`config.mk`:
```
export PLATFORM = sky130hd
export DESIGN_NAME = mem_port_arbiter
export DESIGN_NICKNAME = d
export VERILOG_FILES = /design/src/rtl/lanzones_pkg.sv /design/src/rtl/mem_arb_pick.sv /design/src/rtl/mem_port_arbiter.sv
export SDC_FILE = /design/constraint.sdc
export NUM_CORES = 1
export LEC_CHECK = 0
export ABC_AREA = 1
export CELL_PAD_IN_SITES_DETAIL_PLACEMENT = 1
export CELL_PAD_IN_SITES_GLOBAL_PLACEMENT = 1
export CORE_MARGIN = 2
export CORE_UTILIZATION = 30
export CTS_BUF_LIST = sky130_fd_sc_hd__clkbuf_8
export DETAILED_ROUTE_END_ITERATION = 12
export GPL_ROUTABILITY_DRIVEN = 0
export PLACE_DENSITY = 0.77
export SLEW_MARGIN = 20
export SYNTH_ARGS = -nofsm -noshare
export SYNTH_HDL_FRONTEND = slang
export SYNTH_SLANG_ARGS = --single-unit
```
`constraint.sdc`:
```
create_clock -name clk -period 5.6 [get_ports clk]
set_input_delay 0.84 -clock clk [delete_from_list [all_inputs] [get_ports clk]]
set_output_delay 0.84 -clock clk [all_outputs]
set_load 0.005 [all_outputs]
```
`src/rtl/lanzones_pkg.sv`:
```
// Shared types and constants for the memory-port arbiter.
package lanzones_pkg;

    // Transfer sequencer states.
    typedef enum logic [1:0] {
        IDLE    = 2'd0,
        RD_WAIT = 2'd1,
        WR      = 2'd2,
        DONE    = 2'd3
    } state_e;

    // Identity of the requester that owns the memory port.
    typedef enum logic {
        GNT_I = 1'b0,
        GNT_D = 1'b1
    } gnt_e;

    // Read time-out applied when the instantiating level does not override it.
    localparam int DEF_TIMEOUT = 16;

endpackage

```
`src/rtl/mem_arb_pick.sv`:
```
// Two-way requester picker: fixed data priority or round-robin on ties.
module mem_arb_pick
    import lanzones_pkg::*;
#(
    parameter bit DPRIO = 1'b1
)(
    input  logic i_req,
    input  logic d_req,
    input  gnt_e last,
    output logic any_req,
    output gnt_e gnt
);

    // Choose the winner; a lone requester always wins, a tie follows DPRIO.
    always_comb begin
        any_req = i_req | d_req;
        gnt     = GNT_I;
        if (d_req && !i_req) begin
            gnt = GNT_D;
        end else if (d_req && i_req) begin
            if (DPRIO) begin
                gnt = GNT_D;
            end else begin
                gnt = (last == GNT_I) ? GNT_D : GNT_I;
            end
        end
    end

endmodule

```
`src/rtl/mem_port_arbiter.sv`:
```
// Shares one memory port between instruction fetch and load/store.
//
// Handshakes: IReq/DReq are level requests held with their address/data
// until the matching one-cycle Ack; requests are only looked at in IDLE and
// DONE absorbs the cycle in which the requester drops Req. On the memory
// side RRdy is held from grant until the registered RVld pulse (or the
// time-out), and RWEn is a single-cycle write strobe; the two never overlap.
module mem_port_arbiter
    import lanzones_pkg::*;
#(
    parameter int AW      = 32,
    parameter int DW      = 32,
    parameter bit DPRIO   = 1'b1,
    parameter int TIMEOUT = DEF_TIMEOUT
)(
    input  logic          clk,
    input  logic          rst,
    input  logic          IReq,
    input  logic [AW-1:0] IAddr,
    output logic          IAck,
    output logic [DW-1:0] IData,
    input  logic          DReq,
    input  logic          DWe,
    input  logic [AW-1:0] DAddr,
    input  logic [DW-1:0] DWData,
    output logic          DAck,
    output logic [DW-1:0] DRData,
    output logic          RRdy,
    output logic          RWEn,
    output logic [AW-1:0] RAddr,
    output logic [DW-1:0] RWData,
    input  logic          RVld,
    input  logic [DW-1:0] RData,
    output logic          Busy,
    output logic          Err
);

    localparam int TW = $clog2(TIMEOUT) + 1;

    state_e        state_q,  state_d;
    gnt_e          last_q,   last_d;
    gnt_e          gnt_q,    gnt_d;
    logic [TW-1:0] timer_q,  timer_d;
    logic          rrdy_q,   rrdy_d;
    logic          rwen_q,   rwen_d;
    logic [AW-1:0] raddr_q,  raddr_d;
    logic [DW-1:0] rwdata_q, rwdata_d;
    logic          iack_q,   iack_d;
    logic [DW-1:0] idata_q,  idata_d;
    logic          dack_q,   dack_d;
    logic [DW-1:0] drdata_q, drdata_d;
    logic          busy_q,   busy_d;
    logic          err_q,    err_d;

    logic pick_any;
    gnt_e pick_gnt;

    mem_arb_pick #(
        .DPRIO (DPRIO)
    ) u_pick (
        .i_req   (IReq),
        .d_req   (DReq),
        .last    (last_q),
        .any_req (pick_any),
        .gnt     (pick_gnt)
    );

    // Next-state and next-output logic for the transfer sequencer.
    always_comb begin
        state_d  = state_q;
        last_d   = last_q;
        gnt_d    = gnt_q;
        timer_d  = timer_q;
        rrdy_d   = rrdy_q;
        rwen_d   = rwen_q;
        raddr_d  = raddr_q;
        rwdata_d = rwdata_q;
        iack_d   = 1'b0;
        idata_d  = idata_q;
        dack_d   = 1'b0;
        drdata_d = drdata_q;
        err_d    = err_q;

        case (state_q)
            IDLE: begin
                if (pick_any) begin
                    gnt_d   = pick_gnt;
                    last_d  = pick_gnt;
                    raddr_d = (pick_gnt == GNT_D) ? DAddr : IAddr;
                    if (pick_gnt == GNT_D && DWe) begin
                        rwen_d   = 1'b1;
                        rwdata_d = DWData;
                        state_d  = WR;
                    end else begin
                        rrdy_d  = 1'b1;
                        timer_d = '0;
                        state_d = RD_WAIT;
                    end
                end
            end
            RD_WAIT: begin
                if (RVld) begin
                    rrdy_d  = 1'b0;
                    state_d = DONE;
                    if (gnt_q == GNT_I) begin
                        iack_d  = 1'b1;
                        idata_d = RData;
                    end else begin
                        dack_d   = 1'b1;
                        drdata_d = RData;
                    end
                end else if (timer_q == TW'(TIMEOUT - 1)) begin
                    // Memory never answered: complete the transfer with zero
                    // data so the requester is not stuck, and flag it.
                    rrdy_d  = 1'b0;
                    err_d   = 1'b1;
                    state_d = DONE;
                    if (gnt_q == GNT_I) begin
                        iack_d  = 1'b1;
                        idata_d = '0;
                    end else begin
                        dack_d   = 1'b1;
                        drdata_d = '0;
                    end
                end else begin
                    timer_d = timer_q + TW'(1);
                end
            end
            WR: begin
                rwen_d  = 1'b0;
                dack_d  = 1'b1;
                state_d = DONE;
            end
            DONE: begin
                state_d = IDLE;
            end
            default: begin
                state_d = IDLE;
            end
        endcase

        busy_d = (state_d != IDLE);
    end

    // State and all registered outputs; reset makes fetch win the first tie.
    always_ff @(posedge clk or posedge rst) begin
        if (rst) begin
            state_q  <= IDLE;
            last_q   <= GNT_D;
            gnt_q    <= GNT_I;
            timer_q  <= '0;
            rrdy_q   <= 1'b0;
            rwen_q   <= 1'b0;
            raddr_q  <= '0;
            rwdata_q <= '0;
            iack_q   <= 1'b0;
            idata_q  <= '0;
            dack_q   <= 1'b0;
            drdata_q <= '0;
            busy_q   <= 1'b0;
            err_q    <= 1'b0;
        end else begin
            state_q  <= state_d;
            last_q   <= last_d;
            gnt_q    <= gnt_d;
            timer_q  <= timer_d;
            rrdy_q   <= rrdy_d;
            rwen_q   <= rwen_d;
            raddr_q  <= raddr_d;
            rwdata_q <= rwdata_d;
            iack_q   <= iack_d;
            idata_q  <= idata_d;
            dack_q   <= dack_d;
            drdata_q <= drdata_d;
            busy_q   <= busy_d;
            err_q    <= err_d;
        end
    end

    assign IAck   = iack_q;
    assign IData  = idata_q;
    assign DAck   = dack_q;
    assign DRData = drdata_q;
    assign RRdy   = rrdy_q;
    assign RWEn   = rwen_q;
    assign RAddr  = raddr_q;
    assign RWData = rwdata_q;
    assign Busy   = busy_q;
    assign Err    = err_q;

    // Read request and write strobe must never be on the port together.
    assert property (@(posedge clk) disable iff (rst) !(rrdy_q && rwen_q));

    // Only one requester is acknowledged per transfer.
    assert property (@(posedge clk) disable iff (rst) !(iack_q && dack_q));

endmodule

```
==> results.py, run 1 <==
metrics = {
    "run_status": {
        "status": "finished clean",
    },
    "floorplan": {
        "fp.dieH_um": 147.6,
        "initial_core_util_pct": 30.57,
        "io_pins": 268,
        "coreArea_um2": 20230,
        "die_area_um2": 21780,
        "row_count": 52,
        "die_w_um": 147.6,
    },
    "route": {
        "initialDrtViolationCount": 216,
        "vias": 5436,
        "ant_nets": 0,
        "first_pass_iters": 4,
        "viasPerCell": 4.560,
        "routed_wl_um": 19190,
        "drc": 0,
        "wl_per_cell_um": 16.10,
    },
    "worst_setup_path": {
        "r2r_slack_ns": 2.62,
        "crit_slowest_cell": "nand3_2",
        "r2r_end": "timer_q[3]",
        "end_kind": "flop",
        "start_kind": "flop",
        "timing_worst_setup_path_type": "reg2reg",
        "critPathMaxFanout": 35,
        "crit_family": "simple AND/OR/NAND/NOR gates",
        "r2r_cells": 9,
        "critPathBufInv": 3,
        "crit_arrival_ns": 3.35,
        "max_stage_delay_ns": 0.67,
        "cpMostUsedCell": "nand2_1",
        "cp_cell_sequence": "inv_1 > ha_1 > buf_4 > nand3_2 > nand2_1 > inv_1 > nand2_1 > nand2_1 > nand2_1",
        "reg2reg_from": "state_q[0]",
        "required_ns": 5.97,
    },
    "grt": {
        "grt_pass1_wl_um": 30540,
        "grt_pass1_vias": 5720,
        "antenna_found_initial": 0,
        "overflow": 0,
        "grt_max_degree": 104,
        "grt.total_usage_pct": 17.83,
    },
    "timing": {
        "rsz0062_at_grt": "false",
        "hold_violations": 0,
        "post-route-period-util_pct": 53.29,
        "fin_crit_ns": 2.984,
        "skew_ns": 0.01549,
        "timing.slew.headroom_pct": 28.49,
        "drv_slew": 0,
        "worst_slew_pin_slew_ns": 1.071,
        "fin_setup_tns_ns": 0,
        "finalSetupViolations": 0,
        "fmax_mhz": 335.1,
    },
    "cts": {
        "post_cts_buffers": 0,
        "postCtsHoldBufs": 0,
        "htree_levels": 4,
        "clock_sinks": 142,
        "clock_latency_ns": 0.44,
        "cts_tree": "built",
        "clockRootBuffer": "clkbuf_8",
        "cts_buffer_depth": 2,
        "clk_pin_slew_ns": 0.07,
        "cts_resized": 0,
        "cts_made_buffers": 17,
    },
    "pwr": {
        "p_leak_nw": 4.204,
        "switchingPower_w": 0.001532,
        "ir_drop_uv": 186.0,
        "seq_power_share_pct": 37.3,
        "power_density_nw_per_um2": 484.3,
        "p_int_w": 0.003019,
        "combPwrFrac_pct": 42.9,
        "clkPwrFrac_pct": 19.8,
        "netSwitchingFraction_pct": 33.66,
    },
    "synthesis": {
        "yosysSeqAreaShare_pct": 57.44,
        "yosysWarningCount": 0,
        "dominantRegCellSynth": "dfrtp_1",
        "yosys_register_bits": 142,
        "synthesis.area_um2": 6186,
        "ys_async_sr_fraction_pct": 100.0,
        "synth_edf_count": 0,
        "yosys.cell_types.count": 30,
        "avgSynthCellArea_um2": 9.387,
        "syn-num-nets": 800,
        "synthCells": 659,
    },
    "cells_and_area": {
        "fillCellCount": 2347,
        "drive_above_1_share_pct": 10.74,
        "syn_to_final_growth_pct": 51.92,
        "n_antenna_cell": 0,
        "nNetsFinal": 1051,
        "ff_latch_area_um2": 3553,
        "multi_input_area_um2": 2301,
        "fin_cells": 1192,
    },
    "worst_hold_path": {
        "hold_class": "reg2reg",
        "min_from": "Err",
        "min_to": "Err",
        "whs_path_depth": 1,
    },
    "job": {
        "drv_cap": 0,
    },
    "place": {
        "hpwl_um": 13540,
        "placed_cells": 1161,
        "port_buffers": 267,
    },
}
-- sequential cells by signal (all words and copies together), names as in the netlist --
name and cells:
IData 32, DRData 32, state_q 2, RWEn 1, timer_q 5, Busy 1
DAck 1, RAddr 32, Err 1, RWData 32, RRdy 1, IAck 1
gnt_q 1
-- area by class of cell --
cell class,count,area share [%]
clock buffer,17,2.490
clock inverter,14,2.064
inverter,16,0.7189
multi-input combinational,461,24.48
sequential,142,37.81
tap,270,3.595
timing repair buffer,272,28.84
-- logic make-up after synthesis --
family,share of synthesized area (%)
AOI/OAI and AO/OA,12.46
xor gates and xnor gates,0.1416
adders and majority gates,1.416
buffers and inverters,5.441
DFF,57.44
and+or+nand+nor,23.10
-- synth_stat cells (all sizes together) (2+ instances only) --
library cell | n | area (um2)
a31oi | 32 | 200.2
nor2 | 46 | 217.7
clkbuf | 15 | 66.31
nand2 | 262 | 998.5
nand3 | 37 | 190.2
nor3 | 2 | 10.01
inv | 16 | 62.56
buf | 25 | 207.7
dfrtp | 142 | 3553
a21oi | 2 | 10.01
o21ai | 67 | 538.0
ha | 7 | 87.58
-- worst max path at each step --
stage	cells after the start	from	to
finish	9	state_q[0]	timer_q[3]
global route	9	state_q[0]	timer_q[3]
CTS	9	state_q[0]	timer_q[3]
detailed placement	8	DReq	timer_q[3]
global placement	8	DReq	timer_q[3]
floorplan	1	rst	Busy
-- placed cells by master (no fill, tap or decap), types with 3 or more instances in the layout --
cell / Yosys / routed
a31oi_1: 32 / 32
buf_4: 4 / 5
bufinv_16: 0 / 4
clkbuf_8: 1 / 17
clkdlybuf4s50_1: 0 / 267
clkinv_4: 0 / 3
clkinvlp_4: 0 / 4
dfrtp_1: 142 / 142
ha_1: 7 / 7
inv_1: 15 / 15
nand2_1: 260 / 260
nand3_1: 36 / 36
nor2_1: 41 / 41
o21ai_1: 11 / 11
o21ai_2: 54 / 54
-- routing by layer --
| metal | up-vias | wire length (um) | global-route usage [%] |
|---|---|---|---|
| met4 | 0 | 240 | 4.808 |
| met2 | 199 | 8886 | 28.72 |
| met3 | 21 | 1917 | 7.685 |
| met5 | - | 0 | 0 |
| li1 | 2637 | - | - |
| met1 | 2579 | 8145 | 21.98 |
-- stage by stage --
step	setup WS [ns]	power (W)	utilization (%)	cell area, um2	hold slack, ns
after floorplan	0.9504	0.002557	-	6186	0.4419
after global placement	2.408	0.003648	44.33	8970	0.4476
after detailed placement	2.356	0.003699	44.33	8970	0.4535
after CTS	2.599	0.004631	46.44	9398	0.4745
after global routing	2.408	0.004893	46.44	9398	0.5048
final	2.616	0.004551	46.44	9398	0.4685
-- power by group through the flow --
stage	Combinational [W]	Sequential, W	Clock [W]
3_5_place_dp	0.00198	0.00172	0
5_1_grt	0.00216	0.00175	0.000979
2_1_floorplan	0.000831	0.00173	0
4_1_cts	0.00199	0.00170	0.000935
3_3_place_gp	0.00195	0.00170	0
6_report	0.00195	0.00170	0.000902
Note: power is estimated with default switching activity, not from simulation.
==> run 2, diff against run 1 <==
--- a/config.mk
+++ b/config.mk
@@ -9,7 +9,7 @@
 export CELL_PAD_IN_SITES_DETAIL_PLACEMENT = 1
 export CELL_PAD_IN_SITES_GLOBAL_PLACEMENT = 1
 export CORE_MARGIN = 2
-export CORE_UTILIZATION = 30
+export CORE_UTILIZATION = 29
 export CTS_BUF_LIST = sky130_fd_sc_hd__clkbuf_8
 export DETAILED_ROUTE_END_ITERATION = 12
 export GPL_ROUTABILITY_DRIVEN = 0
==> constraint.sdc (replaced) <==
create_clock -name clk -period 2.5 [get_ports clk]
set_input_delay 0.375 -clock clk [delete_from_list [all_inputs] [get_ports clk]]
set_output_delay 0.375 -clock clk [all_outputs]
set_load 0.005 [all_outputs]
==> results.py, run 2 (synthesized netlist as in run 1, its figures left out) <==
metrics = {
    "run_status": {
        "status": "finished clean",
    },
    "route": {
        "routed_wl_um": 19600,
        "initialDrtViolationCount": 183,
        "first_pass_iters": 4,
        "vias": 5530,
        "wl_per_cell_um": 16.17,
        "drc": 0,
        "viasPerCell": 4.563,
        "ant_nets": 0,
    },
    "timing": {
        "fin_crit_ns": 1.903,
        "fmax_mhz": 525.6,
        "timing.slew.headroom_pct": 66.10,
        "fin_setup_tns_ns": 0,
        "rsz0062_at_grt": "false",
        "finalSetupViolations": 0,
        "worst_slew_pin_slew_ns": 0.5075,
        "hold_violations": 0,
        "drv_slew": 0,
        "finalWorstSetupSlack_ns": 0.5974,
        "post-route-period-util_pct": 76.10,
        "skew_ns": 0.01811,
    },
    "cells_and_area": {
        "layout_common_cells": "267 x clkdlybuf4s50_1, 260 x nand2_1, 142 x dfrtp_1",
        "drive_above_1_share_pct": 12.27,
        "final_common_cell": "clkdlybuf4s50_1",
        "syn_to_final_growth_pct": 54.37,
        "n_antenna_cell": 0,
        "nNetsFinal": 1065,
        "fillCellCount": 2415,
    },
    "cts": {
        "clock_sinks": 142,
        "post_cts_buffers": 0,
        "cts_resized": 0,
        "clock_latency_ns": 0.45,
        "cts_made_buffers": 17,
        "clk_pin_slew_ns": 0.10,
        "cts_buffer_depth": 2,
        "postCtsHoldBufs": 0,
        "clockRootBuffer": "clkbuf_8",
        "htree_levels": 4,
        "cts_tree": "built",
    },
    "pwr": {
        "total_power_w": 0.01009,
        "power_density_nw_per_um2": 1057,
        "p_int_w": 0.006540,
        "clkPwrFrac_pct": 17.4,
        "p_leak_nw": 4.280,
        "netSwitchingFraction_pct": 35.18,
        "ir_drop_uv": 466.0,
        "switchingPower_w": 0.003550,
        "combPwrFrac_pct": 44.8,
        "seq_power_share_pct": 37.8,
    },
    "worst_setup_path": {
        "r2r_end": "IData[13]",
        "end_kind": "flop",
        "crit_arrival_ns": 2.27,
        "crit_end": "IData[13]",
        "reg2reg_from": "timer_q[0]",
        "critPathMaxFanout": 39,
        "r2r_slack_ns": 0.60,
        "start_kind": "flop",
        "timing_worst_setup_path_type": "reg2reg",
        "startpoint": "timer_q[0]",
        "required_ns": 2.87,
        "r2r_cells": 9,
    },
    "floorplan": {
        "fp.dieH_um": 150.1,
        "die_w_um": 150.1,
        "row_count": 53,
        "coreArea_um2": 20960,
        "die_area_um2": 22520,
        "initial_core_util_pct": 29.52,
        "io_pins": 268,
    },
    "place": {
        "dpl_worst_slack_ns": 0.5245,
        "hpwl_um": 14520,
        "port_buffers": 267,
    },
    "grt": {
        "antenna_found_initial": 0,
        "overflow": 0,
        "grt.total_usage_pct": 17.78,
        "grt_max_degree": 57,
        "grt_pass1_wl_um": 31040,
        "grt_pass1_vias": 5750,
    },
    "worst_hold_path": {
        "hold_class": "in2async",
    },
    "job": {
        "drv_cap": 0,
    },
}
[run 2: cell types whose count changed in the layout (fill, tap and decap cells not counted), sizes merged]
cell / before / now
inv: 18 / 22
clkinv: 4 / 3
clkinvlp: 4 / 5
bufinv: 4 / 0
buf: 5 / 19
clkbuf: 17 / 18
[run 2: worst min-delay path by stage]
stage               start    endpoint  slack [ns]  cells past startpoint
2_1_floorplan  timer_q[4]  timer_q[4]        0.44                      2
3_3_place_gp    RWData[9]   RWData[9]        0.46                      2
3_5_place_dp          Err         Err        0.46                      1
4_1_cts               rst  DRData[25]        0.29                      2
5_1_grt               rst  DRData[26]        0.32                      2
6_report              rst  DRData[25]        0.31                      2
[run 2: metrics by stage]
stage,cells,cell area [um2],util (%),hold slack (ns)
floorplan,659,6190,-,0.4419
global placement,1180,9180,43.81,0.4613
detailed placement,1180,9180,43.81,0.4644
CTS,1212,9549,45.57,0.2885
global route,1212,9549,45.57,0.3223
finish,1212,9549,45.57,0.3107
[run 2: power groups by stage]
stage / clock network [W] / registers [W] / logic [W]
final: 0.00175 / 0.00382 / 0.00452
after global routing: 0.00195 / 0.00394 / 0.00503
after CTS: 0.00185 / 0.00383 / 0.00462
after detailed placement: 0 / 0.00386 / 0.00459
after global placement: 0 / 0.00382 / 0.00452
after floorplan: 0 / 0.00387 / 0.00186
[run 2: final cells by class]
| cell class | count | area, um2 | area share (%) |
|---|---|---|---|
| Clock buffer | 18 | 247.7 | 2.594 |
| Clock inverter | 14 | 121.4 | 1.271 |
| Inverter | 16 | 66.31 | 0.6944 |
| Multi-Input combinational cell | 461 | 2301 | 24.10 |
| Sequential cell | 142 | 3553 | 37.21 |
| Tap cell | 275 | 344.1 | 3.603 |
| Timing Repair Buffer | 286 | 2915 | 30.53 |
[run 2: critical path, cell delays in order, from the launching register on]
cell     delay (ns)
dfrtp_1        0.43
ha_1           0.23
and3_1         0.21
ha_1           0.26
nor2_8         0.14
nor2_8         0.05
nand2_4        0.10
buf_12         0.23
nand2_1        0.08
o21ai_1        0.10
[run 2: routing by layer]
metal | wire length, um | track usage (%) | up-vias | share of wire (%)
met4 | 247 | 4.764 | 0 | 1.3
li1 | - | - | 2665 | -
met1 | 8129 | 21.46 | 2636 | 41
met5 | 0 | 0 | - | 0
met3 | 1761 | 6.555 | 21 | 9.0
met2 | 9460 | 29.93 | 208 | 48
